File: config.mk
export PLATFORM = sky130hd
export DESIGN_NAME = writeback_port_arbiter_flat
export DESIGN_NICKNAME = d
export VERILOG_FILES = /design/src/rtl/writeback_port_arbiter_pkg.sv /design/src/rtl/writeback_port_arbiter_if.sv /design/src/rtl/writeback_port_arbiter_sync_fifo.sv /design/src/rtl/writeback_port_arbiter.sv /design/src/flat_wrapper.sv
export SDC_FILE = /design/constraint.sdc
export NUM_CORES = 1
export LEC_CHECK = 0
export CAP_MARGIN = 40
export CORE_MARGIN = 4
export CORE_UTILIZATION = 30
export CTS_CLUSTER_SIZE = 25
export DETAILED_ROUTE_END_ITERATION = 8
export SLEW_MARGIN = 20
export SYNTH_ARGS = -nofsm -noshare
export SYNTH_HDL_FRONTEND = slang
export SYNTH_HIERARCHICAL = 1
export SYNTH_SLANG_ARGS = --single-unit
File: constraint.sdc
create_clock -name i_Clock -period 2.4 [get_ports i_Clock]
set_input_delay 0.48 -clock i_Clock [delete_from_list [all_inputs] [get_ports i_Clock]]
set_output_delay 0.48 -clock i_Clock [all_outputs]
set_load 0.02 [all_outputs]
File: src/rtl/writeback_port_arbiter_pkg.sv
// Shared types for the register-file writeback port arbiter.
package writeback_port_arbiter_pkg;

   typedef logic [4:0] RegisterID_t;

   typedef struct packed {
      logic        RegWrite;
      RegisterID_t rd;
      logic [31:0] Value;
   } WritebackSignals_t;

   // rd sits in the MSBs so the FIFO can expose it as a tag without knowing the layout
   typedef struct packed {
      RegisterID_t rd;
      logic [31:0] Value;
   } McResult_t;

   localparam RegisterID_t REG_ZERO = '0;

endpackage

File: src/rtl/writeback_port_arbiter_if.sv
// Pipeline/multi-cycle writeback, register-file port and decode lookup bundle.
interface writeback_port_arbiter_if #(
   parameter int unsigned DEPTH = 2
);
   import writeback_port_arbiter_pkg::*;

   localparam int unsigned CNT_W = $clog2(DEPTH + 1);

   WritebackSignals_t i_PipeWriteback;
   logic              i_McValid;
   logic              o_McReady;
   RegisterID_t       i_McRd;
   logic [31:0]       i_McValue;
   WritebackSignals_t o_RegFileWrite;
   logic              o_StallRequest;
   RegisterID_t       i_QueryRs1;
   RegisterID_t       i_QueryRs2;
   logic              o_Rs1Pending;
   logic              o_Rs2Pending;
   logic [CNT_W-1:0]  o_Occupancy;

   modport slave (
      input  i_PipeWriteback, i_McValid, i_McRd, i_McValue, i_QueryRs1, i_QueryRs2,
      output o_McReady, o_RegFileWrite, o_StallRequest, o_Rs1Pending, o_Rs2Pending, o_Occupancy
   );

   modport master (
      output i_PipeWriteback, i_McValid, i_McRd, i_McValue, i_QueryRs1, i_QueryRs2,
      input  o_McReady, o_RegFileWrite, o_StallRequest, o_Rs1Pending, o_Rs2Pending, o_Occupancy
   );

endinterface

File: src/rtl/writeback_port_arbiter_sync_fifo.sv
// Small synchronous FIFO with an occupancy counter and a per-entry valid/tag view.
module writeback_port_arbiter_sync_fifo #(
   parameter int unsigned WIDTH = 37,
   parameter int unsigned DEPTH = 2,
   parameter int unsigned TAG_W = 5,
   localparam int unsigned CNT_W = $clog2(DEPTH + 1)
) (
   input  logic                         clk,
   input  logic                         rst_n,
   input  logic                         push,
   input  logic [WIDTH-1:0]             push_data,
   input  logic                         pop,
   output logic [WIDTH-1:0]             head_data,
   output logic                         full,
   output logic                         empty,
   output logic [CNT_W-1:0]             count,
   output logic [DEPTH-1:0]             entry_valid,
   output logic [DEPTH-1:0][TAG_W-1:0]  entry_tag
);
   localparam int unsigned PTR_W = (DEPTH > 1) ? $clog2(DEPTH) : 1;

   logic [DEPTH-1:0][WIDTH-1:0] mem_q, mem_d;
   logic [DEPTH-1:0]            valid_q, valid_d;
   logic [PTR_W-1:0]            wr_ptr_q, wr_ptr_d, rd_ptr_q, rd_ptr_d;
   logic [CNT_W-1:0]            count_q, count_d;
   logic                        push_ok, pop_ok;

   assign full      = (count_q == CNT_W'(DEPTH));
   assign empty     = (count_q == '0);
   assign count     = count_q;
   assign head_data = mem_q[rd_ptr_q];
   assign push_ok   = push && !full;
   assign pop_ok    = pop && !empty;

   always_comb begin
      mem_d    = mem_q;
      valid_d  = valid_q;
      wr_ptr_d = wr_ptr_q;
      rd_ptr_d = rd_ptr_q;
      count_d  = count_q;
      if (push_ok) begin
         mem_d[wr_ptr_q]   = push_data;
         valid_d[wr_ptr_q] = 1'b1;
         wr_ptr_d          = wr_ptr_q + 1'b1;
      end
      if (pop_ok) begin
         valid_d[rd_ptr_q] = 1'b0;
         rd_ptr_d          = rd_ptr_q + 1'b1;
      end
      if (push_ok && !pop_ok) begin
         count_d = count_q + 1'b1;
      end else if (!push_ok && pop_ok) begin
         count_d = count_q - 1'b1;
      end
   end

   always_comb begin
      entry_valid = valid_q;
      entry_tag   = '0;
      for (int i = 0; i < int'(DEPTH); i++) begin
         entry_tag[i] = mem_q[i][WIDTH-1 -: TAG_W];
      end
   end

   always_ff @(posedge clk or negedge rst_n) begin
      if (!rst_n) begin
         mem_q    <= '0;
         valid_q  <= '0;
         wr_ptr_q <= '0;
         rd_ptr_q <= '0;
         count_q  <= '0;
      end else begin
         mem_q    <= mem_d;
         valid_q  <= valid_d;
         wr_ptr_q <= wr_ptr_d;
         rd_ptr_q <= rd_ptr_d;
         count_q  <= count_d;
      end
   end

endmodule

File: src/rtl/writeback_port_arbiter.sv
// Shares the register-file write port: pipeline writebacks pass straight through,
// multi-cycle results queue and retire in free cycles, with a starvation stall request.
module writeback_port_arbiter
   import writeback_port_arbiter_pkg::*;
#(
   parameter int unsigned DEPTH        = 2,
   parameter int unsigned STARVE_LIMIT = 4
) (
   input  logic                      i_Clock,
   input  logic                      i_Reset_n,
   writeback_port_arbiter_if.slave   bus
);
   localparam int unsigned CNT_W    = $clog2(DEPTH + 1);
   localparam int unsigned STARVE_W = $clog2(STARVE_LIMIT + 1);
   localparam int unsigned RES_W    = $bits(McResult_t);
   localparam int unsigned TAG_W    = $bits(RegisterID_t);

   logic                          pipe_wins, mc_push, fifo_pop, fifo_full, fifo_empty;
   logic [CNT_W-1:0]              fifo_count;
   logic [DEPTH-1:0]              entry_valid;
   logic [DEPTH-1:0][TAG_W-1:0]   entry_tag;
   McResult_t                     mc_in, head;
   logic [STARVE_W-1:0]           starve_left_q, starve_left_d;
   logic                          rs1_hit, rs2_hit, pipe_rd_hit;

   assign pipe_wins = i_Reset_n && bus.i_PipeWriteback.RegWrite
                      && (bus.i_PipeWriteback.rd != REG_ZERO);
   // x0 results complete the handshake but are never queued
   assign mc_push   = bus.i_McValid && !fifo_full && (bus.i_McRd != REG_ZERO);
   assign fifo_pop  = !fifo_empty && !pipe_wins;
   assign mc_in     = '{rd: bus.i_McRd, Value: bus.i_McValue};

   writeback_port_arbiter_sync_fifo #(
      .WIDTH (RES_W),
      .DEPTH (DEPTH),
      .TAG_W (TAG_W)
   ) u_fifo (
      .clk         (i_Clock),
      .rst_n       (i_Reset_n),
      .push        (mc_push),
      .push_data   (mc_in),
      .pop         (fifo_pop),
      .head_data   (head),
      .full        (fifo_full),
      .empty       (fifo_empty),
      .count       (fifo_count),
      .entry_valid (entry_valid),
      .entry_tag   (entry_tag)
   );

   assign bus.o_McReady   = !fifo_full;
   assign bus.o_Occupancy = fifo_count;

   always_comb begin
      bus.o_RegFileWrite = '0;
      if (pipe_wins) begin
         bus.o_RegFileWrite = bus.i_PipeWriteback;
      end else if (fifo_pop) begin
         bus.o_RegFileWrite = '{RegWrite: 1'b1, rd: head.rd, Value: head.Value};
      end
   end

   always_comb begin
      rs1_hit     = 1'b0;
      rs2_hit     = 1'b0;
      pipe_rd_hit = 1'b0;
      for (int i = 0; i < int'(DEPTH); i++) begin
         if (entry_valid[i]) begin
            if (entry_tag[i] == bus.i_QueryRs1)         rs1_hit     = 1'b1;
            if (entry_tag[i] == bus.i_QueryRs2)         rs2_hit     = 1'b1;
            if (entry_tag[i] == bus.i_PipeWriteback.rd) pipe_rd_hit = 1'b1;
         end
      end
   end

   assign bus.o_Rs1Pending = i_Reset_n && rs1_hit && (bus.i_QueryRs1 != REG_ZERO);
   assign bus.o_Rs2Pending = i_Reset_n && rs2_hit && (bus.i_QueryRs2 != REG_ZERO);

   // Down-counts blocked head cycles; terminal count of zero means starved
   always_comb begin
      starve_left_d = starve_left_q;
      if (fifo_empty || fifo_pop) begin
         starve_left_d = STARVE_W'(STARVE_LIMIT);
      end else if (starve_left_q != '0) begin
         starve_left_d = starve_left_q - 1'b1;
      end
   end

   always_ff @(posedge i_Clock or negedge i_Reset_n) begin
      if (!i_Reset_n) begin
         starve_left_q <= STARVE_W'(STARVE_LIMIT);
      end else begin
         starve_left_q <= starve_left_d;
      end
   end

   assign bus.o_StallRequest = (starve_left_q == '0);

   a_pipe_rd_not_pending: assert property (@(posedge i_Clock) disable iff (!i_Reset_n)
      !(pipe_wins && pipe_rd_hit));

endmodule

File: src/flat_wrapper.sv
// flat-port wrapper written by rule: the top's interface ports become plain ports
module writeback_port_arbiter_flat import writeback_port_arbiter_pkg::*;
#(
   parameter int unsigned DEPTH        = 2,
   parameter int unsigned STARVE_LIMIT = 4
)
  (i_Clock, i_Reset_n, bus_i_PipeWriteback, bus_i_McValid, bus_i_McRd, bus_i_McValue, bus_i_QueryRs1, bus_i_QueryRs2, bus_o_McReady, bus_o_RegFileWrite, bus_o_StallRequest, bus_o_Rs1Pending, bus_o_Rs2Pending, bus_o_Occupancy);
  writeback_port_arbiter_if #(.DEPTH(DEPTH)) bus_i ();
  input  logic i_Clock;
  input  logic i_Reset_n;
  input wire logic [$bits(bus_i.i_PipeWriteback)-1:0] bus_i_PipeWriteback;
  input wire logic [$bits(bus_i.i_McValid)-1:0] bus_i_McValid;
  input wire logic [$bits(bus_i.i_McRd)-1:0] bus_i_McRd;
  input wire logic [$bits(bus_i.i_McValue)-1:0] bus_i_McValue;
  input wire logic [$bits(bus_i.i_QueryRs1)-1:0] bus_i_QueryRs1;
  input wire logic [$bits(bus_i.i_QueryRs2)-1:0] bus_i_QueryRs2;
  output wire logic [$bits(bus_i.o_McReady)-1:0] bus_o_McReady;
  output wire logic [$bits(bus_i.o_RegFileWrite)-1:0] bus_o_RegFileWrite;
  output wire logic [$bits(bus_i.o_StallRequest)-1:0] bus_o_StallRequest;
  output wire logic [$bits(bus_i.o_Rs1Pending)-1:0] bus_o_Rs1Pending;
  output wire logic [$bits(bus_i.o_Rs2Pending)-1:0] bus_o_Rs2Pending;
  output wire logic [$bits(bus_i.o_Occupancy)-1:0] bus_o_Occupancy;
  assign bus_i.i_PipeWriteback = bus_i_PipeWriteback;
  assign bus_i.i_McValid = bus_i_McValid;
  assign bus_i.i_McRd = bus_i_McRd;
  assign bus_i.i_McValue = bus_i_McValue;
  assign bus_i.i_QueryRs1 = bus_i_QueryRs1;
  assign bus_i.i_QueryRs2 = bus_i_QueryRs2;
  assign bus_o_McReady = bus_i.o_McReady;
  assign bus_o_RegFileWrite = bus_i.o_RegFileWrite;
  assign bus_o_StallRequest = bus_i.o_StallRequest;
  assign bus_o_Rs1Pending = bus_i.o_Rs1Pending;
  assign bus_o_Rs2Pending = bus_i.o_Rs2Pending;
  assign bus_o_Occupancy = bus_i.o_Occupancy;
  writeback_port_arbiter #(.DEPTH(DEPTH), .STARVE_LIMIT(STARVE_LIMIT)) u_core (.i_Clock(i_Clock), .i_Reset_n(i_Reset_n), .bus(bus_i));
endmodule
After elaboration in Yosys (flattened, before gate mapping)
Index checks and enable logic that the tools add are counted.

Register bits: 83. Latch bits: 0. Bits in writable memories: 0. Bits in read-only memories: 0. Output and inout bits: 44. Word-level logic and storage cells: 79. Memories kept: 0.

$add $sub $neg: 5. Multiply operators: 0. Divide/modulo/power cells: 0. $lt $le $gt $ge: 4. Equality and inequality tests: 5. Shift-type cells: 0. Multiplexer cells: 25. Bitwise logic cells: 3. Reduce and logical (&&, ||, !) cells: 30.

Operators by type and width (count): $mux 37 (3); $mux 38 (2); $bwmux 74 (1); $demux 37 s1 (1); $eq 5x5->1 (4); $reduce_bool 5->1 (4); $logic_and 1x1->1 (15); $mux 1 (10); $mux 2 (4); $mux 3 (2); $logic_not 1->1 (5); $lt 1x2->1 const B (2); $reduce_bool 2->1 (2); $logic_not 3->1 (1); $reduce_bool 3->1 (1); $sub 3x1->3 const B (1); $add 1x1->1 const B (2); $add 2x1->2 const B (1); $and 2x2->2 (1); $demux 1 s1 (2); $eq 2x2->1 const B (1); $ge 1x1->1 const B (2); $logic_not 2->1 (1); $not 2->2 (1); 3 further kinds (3).

Depth between registers and ports, before layout
Gate-level depths: netlist (run 1).

Depth after elaboration: 9. Gate-level depth with buffers: 9. Mapped depth without buffers: 9.

By module
Netlist (run 1), hierarchy kept.

By module, submodules not included: writeback_port_arbiter_sync_fifo (instances 1, cells each 230, area an instance 3601.0 µm²); writeback_port_arbiter (instances 1, cells each 178, area an instance 1124.8 µm²).

Worst setup path after synthesis (run 1)
Ideal clock, no wire load.

Path kind: input port to flip-flop. Start point: in bus_i_PipeWriteback[33]. End point: reg u_core.u_fifo.count_q[1], in the netlist u_core/u_fifo/count[1]. Setup time: 0.080 ns. Data arrival time: 2.271 ns. Required time: 2.320 ns. Path slack: 0.049 ns. Stages on the path: 9. Buffers on the path: 1. Cell sequence: or4_4 -> o211a_1 -> buf_4 -> nor2_4 -> o21ai_0 -> ha_1 -> xor2_1 -> nor2_1 -> xor2_1.

Cells in the longest elaborated chain, start to end: 8. Elaborated cells between the ends (all ways): 10. Classes of those cells: mux (1); reduce/logical (9).

Ends and longest elaborated chain: start, declared (line flat_wrapper.sv:11) `input wire logic [$bits(bus_i.i_PipeWriteback)-1:0] bus_i_PipeWriteback;`; $reduce_bool 5->1 (*) (line writeback_port_arbiter.sv:27) `&& (bus.i_PipeWriteback.rd != REG_ZERO);`; $logic_and 1x1->1 (*) (line writeback_port_arbiter.sv:27); $logic_not 1->1 (*) (line writeback_port_arbiter.sv:30) `assign fifo_pop = !fifo_empty && !pipe_wins;`; $logic_and 1x1->1 (*) (line writeback_port_arbiter.sv:30); net u_core.fifo_pop (line writeback_port_arbiter.sv:18) `logic pipe_wins, mc_push, fifo_pop, fifo_full, fifo_empty;`; $logic_and 1x1->1 (*) (line writeback_port_arbiter_sync_fifo.sv:33) `assign pop_ok = pop && !empty;`; $logic_not 1->1 (line writeback_port_arbiter_sync_fifo.sv:50) `if (push_ok && !pop_ok) begin`; $logic_and 1x1->1 (line writeback_port_arbiter_sync_fifo.sv:50); $mux 2 or $reduce_bool 2->1 (tied branches); end signal, assigned (line writeback_port_arbiter_sync_fifo.sv:77) `count_q <= count_d;`; end, declared (line writeback_port_arbiter_sync_fifo.sv:25) `logic [CNT_W-1:0] count_q, count_d;`.

The timed path passes the listed nets; every way through them passes the cells marked *. A chain may end at the register's enable or synchronous reset.

Worst setup path after layout (run 1)
Start point: in bus_i_PipeWriteback[36]. End point: out bus_o_RegFileWrite[15].

Cells in the longest elaborated chain, start to end: 6.

Ends and longest elaborated chain: $reduce_bool 5->1 (*) (line writeback_port_arbiter.sv:27); $logic_and 1x1->1 (*) (line writeback_port_arbiter.sv:27); $logic_not 1->1 (line writeback_port_arbiter.sv:30); $logic_and 1x1->1 (line writeback_port_arbiter.sv:30); $mux 38 (line writeback_port_arbiter.sv:58) `end else if (fifo_pop) begin`; $mux 38 (*) (line writeback_port_arbiter.sv:56) `if (pipe_wins) begin`; end, declared (line flat_wrapper.sv:18) `output wire logic [$bits(bus_i.o_RegFileWrite)-1:0] bus_o_RegFileWrite;`.

Mark *: on every way between the ends. The rest lies on a longest branch, timed or not.

==> out/qor.csv, run 1 <==
metric,value,unit
die_h,134,um
synthArstFlopShare,1.00,
finalHoldViolCount,0,
clk_pin_slew_worst_paths,60,ps
whs,102,ps
ant_nets,0,
timing.final.max_slew_violations,0,
max-cap-violations,0,
synth_cell_type_count,42,
irDropWorstVdd,0.000770,V
synthTopCellsByArea,"dfrtp_1 (43%), mux2_2 (21%), nand2_1 (5.7%)",
required,1920,ps
rsz0062_at_grt,true,
fin_crit_sh,1.02,
n_fill_cell,1477,
area_delta_synth_final,41.9,%
top_layer_used,met4,
syn_avg_cell_area,11.6,sq um
grtUsageTotal,0.140,
worst-path-max-fanout,17,
pre_cts_ws,-829,ps
via_per_inst,4.58,
start_kind,primary input,
start_util,0.309,
dp_cells,743,
cp.arrival,1980,ps
grt_pass1_wl,19800,um
min_period,2460,ps
insertion_delay,330,ps
yosysSeqAreaShare,0.440,
wl_met2,6030,um
setup_ws,-59.6,ps
power_density,1270,nW/um^2
syn_nets,499,
cts_tree,done,
die_width,134,um
power.total,8.54,mW
setup_viol,34,
port_buffers,131,
grt_pass1_vias,3910,
violations,negative setup slack,
drc,0,
synth_area,4730,sq um
worst-setup-path-type,primary input to output pin,
yosysTopAreaCellShare,0.434,
gr-total-overflow,0,
cp-end-kind,output pin,
fin_area,6710,sq um
tritoncts_num_sinks,83,
wl_per_cell,15.9,um
first_pass_iters,2,
ys_top_cells_by_count,"mux2_2 (89), dfrtp_1 (82), nand2_1 (72)",
vias,3501,
final_nets,639,
num_antenna_cells,0,
die_area,17800,sq um
clk_path_buf_depth,2,
place_hpwl,8660,um
core,15300,sq um
wl_met3,587,um
drive_gt1_frac,0.373,
worstMarginPinSlew,635,ps
power_leakage,2.95,nW
reg2reg_depth,7,
placementRows,45,
cts_buffers,9,
root_buffer,clkbuf_16,
grt_max_degree,49,
dr.first_iter.drc_count,66,
antenna_found_initial,0,
syn_inst,408,
synth_warnings,6,
yosysMostFrequentCell,mux2_2,
postLayoutCoreUtil,0.438,
boundaryPins,132,
max-slew-margin-rel,0.576,
cts_htree_levels,3,
hold_class,primary input to asynchronous set/reset pin,
routed_wirelength,12100,um
gp_congestion,0.771,
outcome,"complete, but fails checks",
finClkSkew,4.21,ps
yosysTopAreaCell,dfrtp_1,
synth_seq_cells,83,
final_cells,764,
placed_area,6370,sq um
synth-edff-count,0,
wl_met1,5350,um
setup-tns-final,-1600,ps
clock.fmax,0.407,GHz
synth_top_flop_cell,dfrtp_1,
-- critical path, stage by stage --
cell	delay, ps
buf_6	90
or4_4	550
buf_4	150
o211a_4	260
buf_6	160
nand2_1	80
nand2_1	60
buf_6	130
-- logic make-up (layout without fill, tap and decap cells) --
group,after synthesis,count (layout),share of synthesized area
AO/OA/AOI/OAI,13,13,0.0220
XOR/XNOR,26,26,0.0482
adder cells (fa/ha/maj),3,3,0.00794
multiplexers,112,112,0.275
flip-flops,83,83,0.440
buffers and inverters,40,185,0.0614
AND/OR/NAND/NOR,131,131,0.146
-- area by class of cell --
type,instances,area [sq um],share of cell area
timing repair buffer,163,1650,0.246
sequential,83,2080,0.310
clock inverter,2,10.0,0.00149
tap,211,264,0.0394
clock buffer,14,264,0.0394
inverter,6,22.5,0.00336
multi-input combinational,285,2410,0.360
-- per-layer routing --
metal | GRT usage | vias to the layer above
met3 | 0.0400 | 12
li1 | - | 1691
met2 | 0.246 | 80
met5 | 0 | -
met4 | 0.0429 | 0
met1 | 0.165 | 1718
-- registers in the layout, indices dropped and copies added, names as in the netlist --
register,flops
u_core/u_fifo/entry_valid,2
u_core/u_fifo/wr_ptr_q,1
u_core/u_fifo/rd_ptr_q,1
u_core/u_fifo/mem_q,64
u_core/u_fifo/entry_tag,10
u_core/u_fifo/count,2
u_core/starve_left_q,3
-- where the power goes --
| group | switching (mW) | internal, mW |
|---|---|---|
| Sequential | 0.480 | 2.12 |
| Clock | 0.524 | 0.755 |
| Combinational | 2.02 | 2.64 |
-- timing repair --
item,in CTS,in global routing
buffers inserted,7,1
hold endpoints to repair,0,0
hold buffers,0,0
setup endpoints to repair,41,38
gates resized for setup,241,19
pin swaps,29,13
cloned,2,0
-- path summary, 6_finish.rpt --
kind / from / slack (ps) / to
setup / recovery: bus_i_PipeWriteback[36] / -60 / bus_o_RegFileWrite[15]
min in group i_Clock: u_core/u_fifo/mem_q[53]$_DFFE_PN0P_ / 480 / u_core/u_fifo/mem_q[53]$_DFFE_PN0P_
hold reg to reg: u_core/u_fifo/mem_q[53]$_DFFE_PN0P_ / 480 / u_core/u_fifo/mem_q[53]$_DFFE_PN0P_
max in group asynchronous: i_Reset_n / 1310 / u_core/u_fifo/mem_q[21]$_DFFE_PN0P_
setup reg to reg: u_core/u_fifo/count[0]$_DFFE_PN0P_ / 380 / u_core/u_fifo/mem_q[29]$_DFFE_PN0P_
hold / removal: i_Reset_n / 100 / u_core/u_fifo/entry_tag[2]$_DFFE_PN0P_
-- cells in the final DEF, fill, tap and decap left out, types with 2 or more instances in the layout --
cell type,netlist,routed
clkbuf_8,0,2
xor2_1,19,19
buf_6,8,23
nor2_1,5,4
clkbuf_1,5,3
xnor2_1,7,7
nand2_1,72,71
mux2_2,89,89
nand3_1,4,4
mux2_1,12,12
ha_1,3,3
dlymetal6s2s_1,0,5
buf_8,1,2
dfrtp_1,82,81
nor4_2,0,3
clkbuf_16,0,9
buf_12,1,8
buf_4,13,41
nand3b_1,35,35
or4_1,2,2
clkinv_2,0,2
clkdlybuf4s50_1,0,81
inv_1,5,5
o21ai_1,0,2
mux2_4,10,10
(Power assumes the default switching activity.)
==> run 2: changes to the inputs <==
Settings changed: CORE_MARGIN 4 to 8.
==> out/qor.csv, run 2 (synthesis results as in run 1) <==
metric,value,unit
boundaryPins,132,
regMostFlops,u_core/u_fifo/mem_q,
power_leakage,3.31,nW
finClkSkew,8.80,ps
max-cap-violations,0,
min_period,2640,ps
cts_tree,done,
worst-setup-path-type,primary input to output pin,
insertion_delay,330,ps
cp.arrival,2160,ps
start_util,0.302,
setup-tns-final,-6160,ps
placed_area,6360,sq um
gr-total-overflow,0,
num_antenna_cells,0,
dr.first_iter.drc_count,161,
drc,0,
wl_met1,6460,um
cts_buffers,9,
drive_gt1_frac,0.487,
gp_congestion,0.881,
dp_cells,752,
top_layer_used,met4,
cts_htree_levels,3,
die_width,142,um
grtUsageTotal,0.147,
worstMarginPinSlew,596,ps
max-slew-margin-rel,0.603,
area_delta_synth_final,57.1,%
core,15700,sq um
die_h,142,um
largest_reg_flops,64,
vias,3713,
final_cells,795,
clk_path_buf_depth,2,
power_density,1250,nW/um^2
wl_met2,6780,um
grt_pass1_vias,4203,
power.total,9.27,mW
hold_class,primary input to asynchronous set/reset pin,
clk_pin_slew_worst_paths,60,ps
irDropWorstVdd,0.000680,V
hold_buffers,0,
layout_commonest_cell,mux2_2,
antenna_found_initial,0,
root_buffer,clkbuf_16,
first_pass_iters,4,
clock.fmax,0.379,GHz
place_hpwl,9380,um
grt_pass1_wl,23000,um
wl_per_cell,17.9,um
required,1920,ps
routed_wirelength,14300,um
r2r_slack,230,ps
wl_met3,820,um
whs,355,ps
timing.final.max_slew_violations,0,
port_buffers,131,
pre_cts_ws,-792,ps
die_area,20000,sq um
grt_max_degree,47,
setup_ws,-241,ps
outcome,"complete, but fails checks",
final_cell_mix,"mux2_2 (89), clkdlybuf4s50_1 (80), dfrtp_1 (80)",
finalHoldViolCount,0,
rsz0062_at_grt,true,
worst-path-max-fanout,6,
tritoncts_num_sinks,83,
postLayoutCoreUtil,0.474,
setup_viol,39,
via_per_inst,4.67,
fin_crit_sh,1.10,
placementRows,46,
final_nets,665,
cp-end-kind,output pin,
fin_area,7420,sq um
start_kind,primary input,
violations,negative setup slack,
ant_nets,0,
## run 2: cell types whose count changed in the layout (fill, tap and decap cells not counted), moves of 12 or more
cell	change
buf_4	-12
buf_6	+31
nand2_1	-45
nand2_2	+28
nand2_4	+17
## run 2: metal layers
metal | up-vias | GRT usage
met3 | 13 | 0.0423
met1 | 1857 | 0.188
met5 | - | 0
li1 | 1734 | -
met2 | 109 | 0.238
met4 | 0 | 0.0396
## run 2: worst max-delay path, stage by stage
cell	delay (ps)
buf_8	90
or4_4	540
buf_6	140
o211ai_4	220
buf_12	150
buf_12	120
buf_6	90
nand3b_1	110
nand2_2	100
buf_6	110
## run 2: final timing paths
| kind | start | end | depth (start not counted) |
|---|---|---|---|
| setup / recovery | bus_i_PipeWriteback[36] | bus_o_RegFileWrite[36] | 10 |
| hold / removal | i_Reset_n | u_core/u_fifo/entry_tag[2]$_DFFE_PN0P_ | 3 |
| setup reg to reg | u_core/u_fifo/count[0]$_DFFE_PN0P_ | u_core/u_fifo/mem_q[29]$_DFFE_PN0P_ | 7 |
| hold reg to reg | u_core/u_fifo/mem_q[28]$_DFFE_PN0P_ | u_core/u_fifo/mem_q[28]$_DFFE_PN0P_ | 1 |
| max in group asynchronous | i_Reset_n | u_core/u_fifo/mem_q[41]$_DFFE_PN0P_ | 4 |
| min in group i_Clock | u_core/u_fifo/mem_q[28]$_DFFE_PN0P_ | u_core/u_fifo/mem_q[28]$_DFFE_PN0P_ | 1 |
## run 2: layout make-up
| type | count | area [sq um] |
|---|---|---|
| Clock buffer | 14 | 264 |
| Clock inverter | 2 | 60.1 |
| Fill cell | 1409 | 8230 |
| Inverter | 6 | 22.5 |
| Multi-Input combinational cell | 285 | 2650 |
| Sequential cell | 83 | 2080 |
| Tap cell | 216 | 270 |
| Timing Repair Buffer | 189 | 2080 |
## run 2: timing repair
action                                  in CTS  in global routing
cloned                                       6                  0
gates resized for setup                    345                 32
setup buffers                               21                  6
pin swaps                                   73                 29
endpoints found under the setup margin      42                 41
## run 2: where the power goes
part / switching, mW / internal (mW) / leakage, nW
Combinational: 2.27 / 2.91 / 2.17
Sequential: 0.467 / 2.12 / 0.981
Clock: 0.526 / 0.970 / 0.157
==> run 3: changes to the inputs <==
Settings changed: PLACE_DENSITY from default to 0.55, SKIP_LAST_GASP from default to 1.
==> out/qor.csv, run 3 (synthesis results as in run 1) <==
metric,value,unit
ant_nets,0,
max-cap-violations,0,
fin_area,6920,sq um
die_width,142,um
vias,3555,
clk_path_buf_depth,2,
timing.final.max_slew_violations,0,
slowest_stage,or4_4,
largest_reg_flops,64,
first_pass_iters,4,
cts_buffers,9,
crit_family,simple AND/OR/NAND/NOR gates,
finClkSkew,4.87,ps
antenna_found_initial,0,
worstPathCellList,buf_6 -> or4_4 -> o211ai_4 -> buf_8 -> buf_12 -> buf_16 -> nand3b_1 -> nand2_1 -> buf_6,
cts_tree,done,
grtUsageTotal,0.143,
area_delta_synth_final,46.5,%
boundaryPins,132,
violations,negative setup slack,
core,15700,sq um
fin_crit_sh,1.04,
gr-total-overflow,0,
clock.fmax,0.399,GHz
power.total,8.82,mW
tritoncts_num_sinks,83,
grt_pass1_vias,3949,
power_density,1270,nW/um^2
worst-setup-path-type,primary input to output pin,
outcome,"complete, but fails checks",
required,1920,ps
routed_wirelength,13800,um
postLayoutCoreUtil,0.442,
crit_buf_inv,5,
cts_htree_levels,3,
worstMarginPinSlew,605,ps
irDropWorstVdd,0.000653,V
crit_top_cell,buf_6,
rsz0062_at_grt,true,
finalHoldViolCount,0,
clk_pin_slew_worst_paths,60,ps
port_buffers,131,
worst_path_largest_cell_delay,550,ps
place_hpwl,9460,um
die_area,20000,sq um
num_antenna_cells,0,
dr.first_iter.drc_count,127,
cp-end-kind,output pin,
placed_area,6390,sq um
drc,0,
cp.arrival,2030,ps
whs,383,ps
worst-path-max-fanout,5,
power_leakage,3.05,nW
min_period,2510,ps
die_h,142,um
drive_gt1_frac,0.379,
start_kind,primary input,
setup_ws,-105,ps
setup_viol,37,
insertion_delay,340,ps
regMostFlops,u_core/u_fifo/mem_q,
final_cell_mix,"mux2_2 (89), dfrtp_1 (81), clkdlybuf4s50_1 (80)",
cp.depth,9,
via_per_inst,4.57,
setup-tns-final,-2600,ps
hold_class,primary input to asynchronous set/reset pin,
max-slew-margin-rel,0.596,
layout_commonest_cell,mux2_2,
placementRows,46,
wl_per_cell,17.7,um
grt_pass1_wl,22000,um
reg2reg_depth,7,
grt_max_degree,48,
final_nets,648,
root_buffer,clkbuf_16,
gp_congestion,0.838,
start_util,0.302,
[run 3: cell count changes in the layout (fill, tap and decap cells not counted), sizes merged]
cell         change
buf             -18
clkbuf           -4
clkinv           +4
dlygate4sd3      +1
[run 3: cell type report]
type	instances	area, sq um
well taps	216	270
repair buffers	172	1840
clock buffers	10	229
flip-flops and latches	83	2080
clock inverters	6	80.1
fillers	1464	8730
inverters	6	22.5
multi-input cells	285	2400
[run 3: tightest hold or removal path, cell delays in order]
cell   delay [ps]
buf_4         140
buf_4         140
buf_4         390
[run 3: power breakdown]
group          total [mW]  switching, mW  internal [mW]  leakage, nW
Combinational        4.77           2.09           2.69         1.91
Clock                1.45          0.549          0.904        0.156
Sequential           2.60          0.474           2.12        0.982
Total                8.82           3.11           5.71         3.05
[run 3: path summary, 6_finish.rpt]
check                      slack [ps]                                      to                                start
min in group i_Clock              490     u_core/u_fifo/mem_q[27]$_DFFE_PN0P_  u_core/u_fifo/mem_q[27]$_DFFE_PN0P_
min reg2reg                       490     u_core/u_fifo/mem_q[27]$_DFFE_PN0P_  u_core/u_fifo/mem_q[27]$_DFFE_PN0P_
max                              -110                   bus_o_RegFileWrite[0]              bus_i_PipeWriteback[34]
min                               380  u_core/u_fifo/entry_tag[7]$_DFFE_PN0P_                            i_Reset_n
max in group asynchronous        1540     u_core/u_fifo/mem_q[23]$_DFFE_PN0P_                            i_Reset_n
max reg2reg                       270  u_core/u_fifo/entry_tag[4]$_DFFE_PN0P_   u_core/u_fifo/count[0]$_DFFE_PN0P_
[run 3: repair_timing]
item | in CTS | in global routing
gates cloned | 5 | 0
hold buffers | 1 | 0
buffers inserted | 5 | 1
hold endpoints to repair | 2 | 0
pin swaps | 36 | 12
gates resized for setup | 240 | 17
setup endpoints to repair | 41 | 38
[run 3: stage by stage]
stage	setup WS [ps]	instances
2_1_floorplan	48.9	408
3_3_place_gp	-810	751
3_5_place_dp	-805	751
4_1_cts	-134	778
5_1_grt	-171	778
6_report	-105	778
[run 3: layer usage]
layer | global-route usage | vias up | share of wire
met5 | 0 | - | 0
met4 | 0.0514 | 0 | 0.013
met3 | 0.0346 | 10 | 0.052
met2 | 0.234 | 93 | 0.47
met1 | 0.180 | 1747 | 0.46
li1 | - | 1705 | -
